### src/rtl/panel_run_ctrl_pkg.sv
// Shared definitions for the PDP-8 front-panel run controller:
// FSM state encodings, switch priority indices and the pulse arbiter.
package panel_run_ctrl_pkg;

  localparam int DEBOUNCE_DEFAULT = 16;
  localparam int NUM_SW           = 8;

  // Switch indices in arbitration order, 0 = highest priority.
  localparam int IDX_STOP   = 0;
  localparam int IDX_START  = 1;
  localparam int IDX_CONT   = 2;
  localparam int IDX_STEPI  = 3;
  localparam int IDX_STEPC  = 4;
  localparam int IDX_LDADDR = 5;
  localparam int IDX_DEP    = 6;
  localparam int IDX_EXAM   = 7;

  typedef enum logic [2:0] {
    ST_HALTED    = 3'd0,
    ST_START_CLR = 3'd1,
    ST_RUNNING   = 3'd2,
    ST_STOPPING  = 3'd3,
    ST_STEP_I    = 3'd4,
    ST_STEP_C    = 3'd5,
    ST_MEM_WAIT  = 3'd6
  } state_e;

  // Keep only the highest-priority (lowest index) pulse; all others are dropped.
  function automatic logic [NUM_SW-1:0] pick_pulse(input logic [NUM_SW-1:0] req);
    logic [NUM_SW-1:0] gnt;
    gnt = {NUM_SW{1'b0}};
    for (int i = NUM_SW - 1; i >= 0; i--) begin
      if (req[i]) begin
        gnt    = {NUM_SW{1'b0}};
        gnt[i] = 1'b1;
      end
    end
    return gnt;
  endfunction

endpackage

### src/rtl/panel_run_ctrl_debounce.sv
// One panel switch: 2-flop synchroniser, stable-level counter and a
// one-cycle pulse on each accepted rising level.
module panel_debounce #(
  parameter int DEBOUNCE = 16
) (
  input  logic ck_i,
  input  logic clear_n_i,
  input  logic raw_i,
  output logic pulse_o
);

  localparam int CW = (DEBOUNCE > 1) ? $clog2(DEBOUNCE) : 1;
  localparam logic [CW-1:0] CNT_LAST = CW'(DEBOUNCE - 1);

  logic          sync1_q, sync2_q;
  logic          level_q, level_d;
  logic          level_dly_q;
  logic [CW-1:0] cnt_q, cnt_d;
  logic          pulse_q;

  // Count consecutive samples that disagree with the accepted level; flip it on the last one.
  always_comb begin
    cnt_d   = cnt_q;
    level_d = level_q;
    if (sync2_q != level_q) begin
      if (cnt_q == CNT_LAST) begin
        level_d = sync2_q;
        cnt_d   = {CW{1'b0}};
      end else begin
        cnt_d = cnt_q + CW'(1);
      end
    end else begin
      cnt_d = {CW{1'b0}};
    end
  end

  // Synchroniser, debounce state and registered rising-edge pulse.
  always_ff @(posedge ck_i) begin
    if (!clear_n_i) begin
      sync1_q     <= 1'b0;
      sync2_q     <= 1'b0;
      level_q     <= 1'b0;
      level_dly_q <= 1'b0;
      cnt_q       <= {CW{1'b0}};
      pulse_q     <= 1'b0;
    end else begin
      sync1_q     <= raw_i;
      sync2_q     <= sync1_q;
      level_q     <= level_d;
      level_dly_q <= level_q;
      cnt_q       <= cnt_d;
      pulse_q     <= level_q & ~level_dly_q;
    end
  end

  assign pulse_o = pulse_q;

endmodule

### src/rtl/panel_run_ctrl.sv
// Front-panel run controller: debounced switches drive a run/halt/step FSM
// and panel memory accesses (Load Address, Deposit, Examine) while halted.
module panel_run_ctrl
  import panel_run_ctrl_pkg::*;
#(
  parameter int WIDTH    = 12,
  parameter int DEBOUNCE = DEBOUNCE_DEFAULT
) (
  input  logic             CK,
  input  logic             CLEAR_N,
  input  logic             SW_START,
  input  logic             SW_STOP,
  input  logic             SW_CONT,
  input  logic             SW_STEPI,
  input  logic             SW_STEPC,
  input  logic             SW_LDADDR,
  input  logic             SW_DEP,
  input  logic             SW_EXAM,
  input  logic [WIDTH-1:0] SR,
  input  logic             INSTR_END,
  input  logic             CYCLE_END,
  input  logic             CPU_HLT,
  output logic             SEQ_RUN,
  output logic             SEQ_CLEAR,
  output logic             PC_LOAD,
  output logic [WIDTH-1:0] CPMA,
  output logic             MEM_REQ,
  output logic             MEM_WE,
  output logic [WIDTH-1:0] MEM_WDATA,
  input  logic             MEM_ACK,
  input  logic [WIDTH-1:0] MEM_RDATA,
  output logic [WIDTH-1:0] MB_DISP,
  output logic             RUN_LAMP
);

  logic [NUM_SW-1:0] sw_raw_s, pulse_s, win_s;

  state_e            state_q, state_d;
  logic [WIDTH-1:0]  cpma_q, cpma_d;
  logic [WIDTH-1:0]  mb_q, mb_d;
  logic [WIDTH-1:0]  wdata_q, wdata_d;
  logic              we_q, we_d;
  logic              req_q, req_d;
  logic              run_q, run_d;
  logic              clr_q, clr_d;

  assign sw_raw_s = {SW_EXAM, SW_DEP, SW_LDADDR, SW_STEPC,
                     SW_STEPI, SW_CONT, SW_START, SW_STOP};

  for (genvar g = 0; g < NUM_SW; g++) begin : g_sw
    panel_debounce #(.DEBOUNCE(DEBOUNCE)) u_db (
      .ck_i      (CK),
      .clear_n_i (CLEAR_N),
      .raw_i     (sw_raw_s[g]),
      .pulse_o   (pulse_s[g])
    );
  end

  assign win_s = pick_pulse(pulse_s);

  // Next state, datapath updates and next values of the registered outputs.
  always_comb begin
    state_d = state_q;
    cpma_d  = cpma_q;
    mb_d    = mb_q;
    wdata_d = wdata_q;
    we_d    = we_q;
    case (state_q)
      ST_HALTED: begin
        if (win_s[IDX_START]) begin
          state_d = ST_START_CLR;
        end else if (win_s[IDX_CONT]) begin
          state_d = ST_RUNNING;
        end else if (win_s[IDX_STEPI]) begin
          state_d = ST_STEP_I;
        end else if (win_s[IDX_STEPC]) begin
          state_d = ST_STEP_C;
        end else if (win_s[IDX_LDADDR]) begin
          cpma_d = SR;
        end else if (win_s[IDX_DEP]) begin
          wdata_d = SR;
          we_d    = 1'b1;
          state_d = ST_MEM_WAIT;
        end else if (win_s[IDX_EXAM]) begin
          we_d    = 1'b0;
          state_d = ST_MEM_WAIT;
        end else begin
          state_d = ST_HALTED;
        end
      end
      ST_START_CLR: state_d = ST_RUNNING;
      ST_RUNNING: begin
        if (CPU_HLT) begin
          state_d = ST_HALTED;
        end else if (win_s[IDX_STOP]) begin
          state_d = ST_STOPPING;
        end else begin
          state_d = ST_RUNNING;
        end
      end
      ST_STOPPING, ST_STEP_I: begin
        if (INSTR_END || CPU_HLT) begin
          state_d = ST_HALTED;
        end else begin
          state_d = state_q;
        end
      end
      ST_STEP_C: begin
        if (CYCLE_END || INSTR_END || CPU_HLT) begin
          state_d = ST_HALTED;
        end else begin
          state_d = ST_STEP_C;
        end
      end
      ST_MEM_WAIT: begin
        // An acknowledge only counts once the request is actually on the bus.
        if (req_q && MEM_ACK) begin
          mb_d    = we_q ? wdata_q : MEM_RDATA;
          cpma_d  = cpma_q + WIDTH'(1);
          state_d = ST_HALTED;
        end else begin
          state_d = ST_MEM_WAIT;
        end
      end
      default: state_d = ST_HALTED;
    endcase

    run_d = (state_d == ST_RUNNING) || (state_d == ST_STOPPING) ||
            (state_d == ST_STEP_I)  || (state_d == ST_STEP_C);
    clr_d = (state_d == ST_START_CLR);
    req_d = (state_q == ST_MEM_WAIT) && (state_d == ST_MEM_WAIT);
  end

  // State and output registers; reset also drops any outstanding request.
  always_ff @(posedge CK) begin
    if (!CLEAR_N) begin
      state_q <= ST_HALTED;
      cpma_q  <= {WIDTH{1'b0}};
      mb_q    <= {WIDTH{1'b0}};
      wdata_q <= {WIDTH{1'b0}};
      we_q    <= 1'b0;
      req_q   <= 1'b0;
      run_q   <= 1'b0;
      clr_q   <= 1'b0;
    end else begin
      state_q <= state_d;
      cpma_q  <= cpma_d;
      mb_q    <= mb_d;
      wdata_q <= wdata_d;
      we_q    <= we_d;
      req_q   <= req_d;
      run_q   <= run_d;
      clr_q   <= clr_d;
    end
  end

  assign SEQ_RUN   = run_q;
  assign RUN_LAMP  = run_q;
  assign SEQ_CLEAR = clr_q;
  assign PC_LOAD   = clr_q;
  assign CPMA      = cpma_q;
  assign MB_DISP   = mb_q;
  assign MEM_REQ   = req_q;
  assign MEM_WE    = we_q;
  assign MEM_WDATA = wdata_q;

endmodule

### config.mk
export PLATFORM = sky130hd
export DESIGN_NAME = panel_run_ctrl
export DESIGN_NICKNAME = d
export VERILOG_FILES = /design/src/rtl/panel_run_ctrl_pkg.sv /design/src/rtl/panel_run_ctrl_debounce.sv /design/src/rtl/panel_run_ctrl.sv
export SDC_FILE = /design/constraint.sdc
export NUM_CORES = 1
export LEC_CHECK = 0
export ABC_CLOCK_PERIOD_IN_PS = 2460
export CORE_MARGIN = 3
export CORE_UTILIZATION = 30
export DETAILED_ROUTE_END_ITERATION = 10
export HOLD_SLACK_MARGIN = 0.02
export PLACE_DENSITY = 0.61
export SETUP_SLACK_MARGIN = 0.02
export SYNTH_ARGS = -nofsm -noshare
export SYNTH_HDL_FRONTEND = slang
export SYNTH_SLANG_ARGS = --single-unit
### constraint.sdc
create_clock -name CK -period 2.46 [get_ports CK]
set_input_delay 0.615 -clock CK [delete_from_list [all_inputs] [get_ports CK]]
set_output_delay 0.615 -clock CK [all_outputs]
set_load 0.01 [all_outputs]
After elaboration in Yosys (flattened, before gate mapping)

Cells that the tools add are included.

Bits in registers: 115
Word-level logic and storage cells: 192
Output and inout port bits: 42
Bits of input ports: 38

Eq/ne operators: 34
Reduce and logical (&&, ||, !) cells: 32
Add/sub/neg operators: 9
Muxes and demuxes: 31
Bitwise gates (word level): 30

Operator list:

| operator                | number |
|---|---|
| $mux W12                | 7 |
| $mux W8                 | 8 |
| $add A4 B1 Y4 const B   | 8 |
| $eq A4 B4 Y1 const B    | 8 |
| $mux W3                 | 10 |
| $pmux W12 S2            | 1 |
| $reduce_or A3 Y1        | 8 |
| $not A1 Y1              | 22 |
| $reduce_and A7 Y1       | 3 |
| $eq A3 B3 Y1 const B    | 6 |
| $pmux W3 S6             | 1 |
| $reduce_and A2 Y1       | 9 |
| $add A12 B1 Y12 const B | 1 |
| $eq A3 B2 Y1 const B    | 4 |
| $ne A2 B2 Y1 const B    | 6 |
| $and A1 B1 Y1           | 8 |
| $ne A1 B1 Y1            | 8 |
| $eq A3 B1 Y1 const B    | 2 |
| $logic_or A1 B1 Y1      | 6 |
| $reduce_bool A2 Y1      | 2 |
| $logic_not A3 Y1        | 1 |
| $mux W1                 | 3 |
| $logic_and A1 B1 Y1     | 2 |
| $mux W2                 | 1 |
| $reduce_or A2 Y1        | 1 |

Logic depth before layout (Yosys ltp)

Depth after elaboration: 20
Gate-level depth with buffers: 8
Gate-level depth less buffers: 6

Hierarchy

Synthesis repeated with hierarchy kept, for this count alone.

Cells, all modules: 461
Area, all modules: 4,563.1 µm²

Modules (own cells, without submodules):

| module         | sequential area each (µm²) | area an instance (µm²) | times used | cells an instance |
|---|---|---|---|---|
| panel_debounce | 180.2                      | 299.0                  | 8          | 27 |
| panel_run_ctrl | 860.8                      | 2,170.8                | 1          | 245 |

Worst setup path after synthesis

Ideal clock, no wire load.

Kind: flip-flop to flip-flop
From: register state_q[0]
To: register cpma_q[7], in the netlist CPMA[7]
Buffers on the path: 2
Clock period less this slack: 1.783 ns
Cell stages (with the launch flop): 8
Setup slack: 0.677 ns
Data required time: 2.327 ns
Library setup time: 0.133 ns
Arrival: 1.650 ns
Cells stage by stage: dfxtp_1 buf_6 or4_4 nor3_4 a31oi_1 buf_6 a211oi_2 nor3_1

Longest elaborated chain between the ends: 3
Elaborated cells on any way between the ends: 11
Classes of those cells: eq/ne: 7; mux: 1; reduce/logical: 3

Ends and longest elaborated chain:

| element                                                                    | line                  | source |
|---|---|---|
| from (decl)                                                                | panel_run_ctrl.sv:38  | `state_e state_q, state_d;` |
| from (signal assigned)                                                     | panel_run_ctrl.sv:146 | `state_q <= state_d;` |
| $eq A3 B3 Y1 / $logic_not A3 Y1 (equally long branches)                    | panel_run_ctrl.sv:68  | `case (state_q)` |
| $ne A2 B2 Y1 (no source line) / $reduce_bool A2 Y1 (equally long branches) | --                    |  |
| $reduce_and A7 Y1 (no source line)                                         | --                    |  |
| to (signal assigned)                                                       | panel_run_ctrl.sv:138 | `cpma_q <= {WIDTH{1'b0}};` |
| to (signal assigned)                                                       | panel_run_ctrl.sv:147 | `cpma_q <= cpma_d;` |
| to (decl)                                                                  | panel_run_ctrl.sv:39  | `logic [WIDTH-1:0] cpma_q, cpma_d;` |

Parallel ways exist; a longest one is shown, timed or not.
A chain may end at the register's enable or synchronous reset.

Worst setup path in the final report

From: register cpma_q[8], in the netlist CPMA[8]
To: output CPMA[8]

RTL lines:

| element   | line                 | source |
|---|---|---|
| to (decl) | panel_run_ctrl.sv:26 | `output logic [WIDTH-1:0] CPMA,` |

No word-level cell between the ends.

==> flow_summary.toml <==
[run_status]
status = "finished clean"

[cells_and_area]
nets = 600
area_growth_syn_to_layout_pct = 34.0
drive_gt1_share_pct = 8.48
layout_commonest_cell = "dfxtp_1"
final_util_pct = 42.0
diodes = 0
mostFrequentLayoutCells = "dfxtp_1 (115), clkdlybuf4s50_1 (79), nor2_1 (57), nand2_1 (41), nand3_1 (31)"

[timing]
fin_crit_ns = 2.07
period_share_pct = 84.1
worst_slew_pin_slew_ns = 0.500
hold_viol = 0
maxSlewHeadroom_pct = 66.7
finalSetupTns_ns = 0
slew_viol_final = 0
clock.fmax_mhz = 484
rsz0062_at_grt = "no"
fin_skew_ns = 0.00709
setup_viol = 0
worst_slack_ns = 0.392

[drt]
totalWireLength_mm = 9.59
drtPass1Iterations = 4
post_drt_wl_per_cell_um = 12.8
antenna_left = 0
vias = 3503
route.detailed.drc = 0
vias_per_cell = 4.70
drt_iter0_drc = 158

[setup_path]
cp-start-kind = "flop"
slowest_delay_ns = 0.61
crit_type = "flop to output port"
required_ns = 1.85
path_buf_inv = 1
arrival_ns = 1.45
cpLargestDelayFamily = "buffers and inverters"
crit_fanout = 7
endpoint_kind = "output port"
crit_slowest_cell = "clkdlybuf4s50_1"
crit_chain = "clkdlybuf4s50_1"

[power]
ir_drop_uv = 497
p_switching_mw = 0.999
internal_power_mw = 3.30
switching_share_pct = 23.3
power.share.clock_pct = 53.0
seqPwrFrac_pct = 43.9
finalPower_mw = 4.30
power_density_nw_per_um2 = 720
p_leak_nw = 2.37
pwr-share-comb_pct = 3.1

[global_routing]
first_global_vias = 3349
gr-total-overflow = 0
grt_pass1_wl_mm = 15.9
antenna_found_initial = 0
grt_use_total_pct = 12.2
grt_max_degree = 44

[synth]
synth_nets = 520
synthArstFlopShare_pct = 0
yosysTopAreaCell = "dfxtp_1"
synth_top_area_share_pct = 51.7
yosysSeqAreaShare_pct = 51.7
synth_edf_count = 0
synth_top_cells_by_area = "dfxtp_1 (52%), nor2_1 (4.8%), xor2_1 (4.7%)"
synth-seq-cells = 115
synth_area_um2 = 4450
syn_inst = 473
yosysUniqueCellTypes = 47
avgSynthCellArea_um2 = 9.41
synth_ff_type = "dfxtp_1"
yosys_warnings = 0

[die]
core_um2 = 14200
fp.dieW_um = 128
initial_core_util_pct = 31.3
rows = 43
die_y_um = 128
die-area_um2 = 16300
pin_count = 80

[clock_network]
cts_buffers = 17
clk_latency_ns = 0.41
clockRootBuffer = "clkbuf_16"
post_cts_resized = 0
postCtsSetupRepairBufs = 0
cts_sinks = 115
clockBufferDepth = 2
cts_htree_levels = 4
cts_tree = "built"
cts_hold_buf = 0
clkTransAtPathRegs_ns = 0.06

[placed_design]
dp_hpwl_mm = 6.86
portBuffers = 79
gp_congestion = 0.793
pre_cts_slack_ns = 0.318

[worst_hold_path]
min_path_type = "flop to flop"

[flow_run]
maxCapViolCount = 0
-- layout make-up --
| cell class | instances | area (um2) |
|---|---|---|
| fillers | 1383 | 8240 |
| repair buffers | 86 | 856 |
| inverters | 10 | 37.5 |
| flip-flops and latches | 115 | 2300 |
| well taps | 180 | 225 |
| clock buffers | 18 | 439 |
| clock inverters | 14 | 123 |
| multi-input cells | 323 | 1980 |
-- power by group through the flow --
stage	Sequential [mW]	Combinational [mW]	Clock (mW)
3_3_place_gp	1.93	0.131	0
5_1_grt	1.89	0.146	2.42
4_1_cts	1.89	0.134	2.33
6_report	1.89	0.133	2.28
2_1_floorplan	1.93	0.0517	0
3_5_place_dp	1.93	0.133	0
-- metal layers --
metal	GRT usage (%)	vias up	wire, um
met4	5.62	0	194
met1	14.9	1605	4370
met5	0	-	0
met2	19.3	105	4340
li1	-	1778	-
met3	4.08	15	685
-- stage by stage --
step | hold slack [ns] | instances | cell area [um2]
after floorplan | 0.367 | 473 | 4450
after global placement | 0.372 | 714 | 5400
after detailed placement | 0.376 | 714 | 5400
after CTS | 0.385 | 746 | 5960
after global routing | 0.390 | 746 | 5960
final | 0.381 | 746 | 5960
-- worst paths after layout --
check,slack [ns],from,end,depth (start not counted)
max,0.39,CPMA[8],CPMA[8],1
min,0.38,g_sw[7].u_db.level_dly_q,g_sw[7].u_db.pulse_o,1
max reg2reg,0.44,state_q[2],CPMA[2],5
min reg2reg,0.38,g_sw[7].u_db.level_dly_q,g_sw[7].u_db.pulse_o,1
-- registers in the layout, summed over array words and instances, names as in the netlist --
name and flops:
g_sw.u_db.cnt_q 32, CPMA 12, MB_DISP 12, MEM_WDATA 12, g_sw.u_db.level_dly_q 8, g_sw.u_db.level_q 8, g_sw.u_db.pulse_o 8, g_sw.u_db.sync1_q 8
g_sw.u_db.sync2_q 8, state_q 3, MEM_REQ 1, MEM_WE 1, PC_LOAD 1, RUN_LAMP 1
-- cell usage after synthesis (2+ instances only) --
cell type and number:
dfxtp_1 115, nor2_1 57, nand2_1 41, nand3_1 31, a21oi_1 29, and2_1 26, xor2_1 24, mux2i_1 20
clkbuf_1 16, a211oi_1 15, and3_1 11, ha_1 9, inv_1 9, nor2b_1 9, nor3_1 7, o21ai_0 7
a21o_1 4, buf_4 3, buf_6 3, a211oi_2 2, a31o_1 2, buf_1 2, nand3b_1 2, nand4_1 2
o221a_1 2, o31ai_1 2, o32ai_1 2, or2_2 2
-- logic make-up after synthesis --
| family | share of synthesized area, % |
|---|---|
| AND/OR/NAND/NOR | 21.5 |
| flip-flops | 51.7 |
| AO/OA/AOI/OAI | 11.3 |
| buffers and inverters | 3.74 |
| XOR/XNOR | 4.72 |
| multiplexers | 4.50 |
| adder cells (fa/ha/maj) | 2.53 |
Power figures use the tool's default switching activity.
==> RTL change 1, RTL diff (config.mk and constraints unchanged) <==
`DEBOUNCE_DEFAULT`: 16 -> 32.
--- a/src/rtl/panel_run_ctrl_pkg.sv
+++ b/src/rtl/panel_run_ctrl_pkg.sv
@@ -3,5 +3,5 @@
 package panel_run_ctrl_pkg;
 
-  localparam int DEBOUNCE_DEFAULT = 16;
+  localparam int DEBOUNCE_DEFAULT = 32;
   localparam int NUM_SW           = 8;
 
Formal check against the unedited RTL: same outputs for any inputs over 10 cycles, from zero or initial values; that may be too few to reach the edited logic, so the function may still have changed.
==> RTL change 1 against the original RTL <==
  * Largest cell class unchanged
  * Clock skew is essentially flat
  * Largest power group unchanged
  * Wire length grew 3.9%
  * Count of clock-buffer cells in the layout grew 5
  * Sequential share of layout area shrank 0.24 points
  * Setup slack gained 0.012 ns
  * Design area grew 7.6%
  * Synthesized area grew 8.2%
  * Sequential cell count grew 8
  * Total power grew 7.5%
  * First-iteration DRC count shrank 22%
  * Via count grew 2.7%
==> RTL change 1: results <==
group,metric,value,unit
status,status,"complete, no violations",
layout,fillCellCount,1490,
setup_path,cp_slowest_stage_delay,0.59,ns
placement,gp_congestion,0.7732,
global_routing,grt_max_degree,51,
pwr,powerSeq,2.02,mW
pwr,irDropWorstVdd,0.0006435,V
sta,skew,0.007474,ns
global_routing,grt_pass1_vias,3609,
min_path,min_from,"g_sw[3].u_db.level_dly_q$_SDFF_PN0_",
global_routing,grt_pass1_wl,16970,um
routing,post_drt_wl_per_cell,12.46,um
sta,tightestPinTransition,0.4890,ns
setup_path,rrSetupSlack,0.53,ns
yosys,synthTopCellsByCount,"123 x dfxtp_1, 86 x nor2_1, 33 x mux2i_1",
pwr,p_leak,2.519,nW
setup_path,path_max_fanout,6,
routing,wirelength,9959,um
routing,vias_per_cell,4.504,
routing,drt_iter0_drc,124,
sta,period_minus_slack,2.056,ns
layout,largest_reg_flops,40,
layout,nets,630,
layout,drive_gt1_frac,0.07993,
clock_tree,root_buffer,"clkbuf_16",
placement,pre_cts_slack,0.1560,ns
setup_path,cp.arrival,1.44,ns
global_routing,grt_use_total,0.1178,
setup_path,regToRegStartpoint,"state_q[0]$_SDFF_PN0_",
yosys,syn_avg_cell_area,9.751,um2
yosys,seq_area_frac_synth,0.5112,
pwr,clkPwrFrac,0.534,
placement,placed_cell_area,5819,um2
placement,dpl.hpwl,7102,um
yosys,ys_types,46,
placement,place_inst,767,
setup_path,startpoint,"CPMA[0]$_SDFFE_PN0P_",
-- RTL change 1: kinds of logic (layout without fill, tap and decap cells) --
family / count (synthesis) / count (layout) / synth area share
AND/OR/NAND/NOR: 198 / 198 / 0.2029
AO/OA/AOI/OAI: 57 / 57 / 0.08857
adder cells (fa/ha/maj): 17 / 17 / 0.04416
flip-flops: 123 / 123 / 0.5112
buffers and inverters: 42 / 136 / 0.04103
multiplexers: 33 / 33 / 0.06857
XOR/XNOR: 24 / 24 / 0.04364
-- RTL change 1: final cells by class --
class,count,area (um2),share of cell area
clock buffers,23,488.0,0.07602
repair buffers,86,868.3,0.1353
flip-flops and latches,123,2462,0.3836
inverters,18,67.56,0.01053
well taps,211,264.0,0.04113
multi-input cells,329,2157,0.3361
clock inverters,9,111.4,0.01735
-- RTL change 1: routing by layer --
layer,share of wire,wire length (um),up-vias,global-route usage
met5,0,0,-,0
met4,0.020,199,0,0.05543
met3,0.042,416,18,0.03802
met2,0.46,4569,77,0.1892
met1,0.48,4772,1668,0.1435
li1,-,-,1836,-
-- RTL change 1: stage by stage --
stage	hold WS [ns]	utilization
final	0.3761	0.4161
after global routing	0.3903	0.4161
after CTS	0.3794	0.4161
after detailed placement	0.3716	0.3772
after global placement	0.3741	0.3772
after floorplan	0.3674	-
-- RTL change 1: final timing paths --
check / end / cells after the start
hold reg to reg: g_sw[3].u_db.pulse_o$_SDFF_PN0_ / 1
setup reg to reg: MEM_WDATA[11]$_SDFFE_PN0P_ / 5
setup / recovery: CPMA[0] / 1
hold / removal: g_sw[3].u_db.pulse_o$_SDFF_PN0_ / 1
==> RTL change 2, RTL diff (same flow settings) <==
Without the edit above. Re-encode `state_e` (7 states) as one-hot, 7 bits wide.
--- a/src/rtl/panel_run_ctrl_pkg.sv
+++ b/src/rtl/panel_run_ctrl_pkg.sv
@@ -16,12 +16,12 @@
   localparam int IDX_EXAM   = 7;
 
-  typedef enum logic [2:0] {
-    ST_HALTED    = 3'd0,
-    ST_START_CLR = 3'd1,
-    ST_RUNNING   = 3'd2,
-    ST_STOPPING  = 3'd3,
-    ST_STEP_I    = 3'd4,
-    ST_STEP_C    = 3'd5,
-    ST_MEM_WAIT  = 3'd6
+  typedef enum logic [6:0] {
+    ST_HALTED    = 7'b0000001,
+    ST_START_CLR = 7'b0000010,
+    ST_RUNNING   = 7'b0000100,
+    ST_STOPPING  = 7'b0001000,
+    ST_STEP_I    = 7'b0010000,
+    ST_STEP_C    = 7'b0100000,
+    ST_MEM_WAIT  = 7'b1000000
   } state_e;
 
Check against the original RTL: same outputs for any inputs over 10 cycles, from zero or initial values; not proved beyond that.
==> RTL change 2 against the original RTL <==
  * Design area grew 7.1%
  * Setup slack lost 0.19 ns
  * Total power rose by 6.6%
  * Sequential cell count rose by 4
  * Sequential share of layout area shrank 1.3 points
  * Wire length grew 9.7%
  * Synthesized area grew 9.2%
  * Die area up 8.8%
==> RTL change 2: results <==
group,metric,value,unit
global_routing,grt_max_degree,55,
yosys,seq_area_frac_synth,0.4902,
setup_path,path_max_fanout,12,
setup_path,cp.arrival,2.52,ns
yosys,ys_types,58,
layout,nets,634,
sta,max_slew_margin,0.6099,
sta,skew,0.005566,ns
yosys,synthTopCellsByCount,"119 x dfxtp_1, 70 x nor2_1, 33 x mux2i_1",
placement,pre_cts_slack,0.1432,ns
layout,fillCellCount,1542,
layout,largest_reg_flops,32,
yosys,yosys_warnings,0,
placement,gp_congestion,0.8416,
yosys,synthXorXnorAreaFrac,0.04506,
yosys,synth-compound-area-share,0.09861,
global_routing,grt_pass1_wl,17880,um
yosys,synthAdderAreaFrac,0.02523,
routing,drt_iter0_drc,145,
pwr,p_leak,2.497,nW
yosys,yosys-top-cells-area,"dfxtp_1 49%, mux2i_1 6.8%, nor2_1 5.4%",
placement,dpl.hpwl,7494,um
global_routing,grt_use_total,0.1228,
yosys,synth_fp_nets,556,
status,status,"complete, no violations",
yosys,synth_mux_area_frac,0.06797,
routing,post_drt_wl_per_cell,12.96,um
pwr,irDropWorstVdd,0.0005654,V
==> RTL change 2: area by class of cell <==
cell class              instances  area (um2)  share of cell area
repair buffers                 86       850.8              0.1332
clock inverters                13       171.4             0.02683
well taps                     211       264.0             0.04132
flip-flops and latches        119        2382              0.3729
inverters                      14       52.55            0.008226
clock buffers                  19       432.9             0.06776
multi-input cells             349        2235              0.3498
==> RTL change 2: layer usage <==
metal  GRT usage  share of wire
met5           0              0
met1      0.1506           0.46
met3     0.03927          0.055
met4     0.04743          0.015
met2      0.2015           0.47
==> RTL change 2: final timing paths <==
check / from / to / depth (start not counted) / slack (ns)
worst max register to register: state_q[5]$_SDFF_PN0_ / MEM_WDATA[1]$_SDFFE_PN0P_ / 6 / 0.21
worst min-delay path: g_sw[2].u_db.level_dly_q$_SDFF_PN0_ / g_sw[2].u_db.pulse_o$_SDFF_PN0_ / 1 / 0.38
worst max-delay path: state_q[5]$_SDFF_PN0_ / MEM_WDATA[1]$_SDFFE_PN0P_ / 6 / 0.21
worst min register to register: g_sw[2].u_db.level_dly_q$_SDFF_PN0_ / g_sw[2].u_db.pulse_o$_SDFF_PN0_ / 1 / 0.38
==> RTL change 2: worst max-delay path, stage by stage (launching register included) <==
cell and delay (ns):
dfxtp_1 0.37, or4_4 0.58, nor4b_1 0.43, and3_1 0.22, buf_4 0.24, mux2i_1 0.22
nor2_1 0.06
==> RTL change 2: cell families after synthesis <==
family | after synthesis
buffers and inverters | 41
flip-flops | 119
multiplexers | 33
adder cells (fa/ha/maj) | 10
AND/OR/NAND/NOR | 211
AO/OA/AOI/OAI | 70
XOR/XNOR | 25
==> RTL change 2: where the power goes <==
part | switching, mW | internal (mW) | total, mW | leakage (nW)
logic | 0.0591 | 0.0752 | 0.134 | 1.25
registers | 0.00781 | 1.94 | 1.95 | 0.962
clock network | 0.887 | 1.60 | 2.49 | 0.289
total | 0.954 | 3.62 | 4.58 | 2.50
==> RTL change 2: metrics by stage <==
| stage | std cells | cell area, um2 |
|---|---|---|
| after CTS | 811 | 6389 |
| after floorplan | 509 | 4860 |
| final | 811 | 6389 |
| after global placement | 779 | 5784 |
| after detailed placement | 779 | 5784 |
| after global routing | 811 | 6389 |
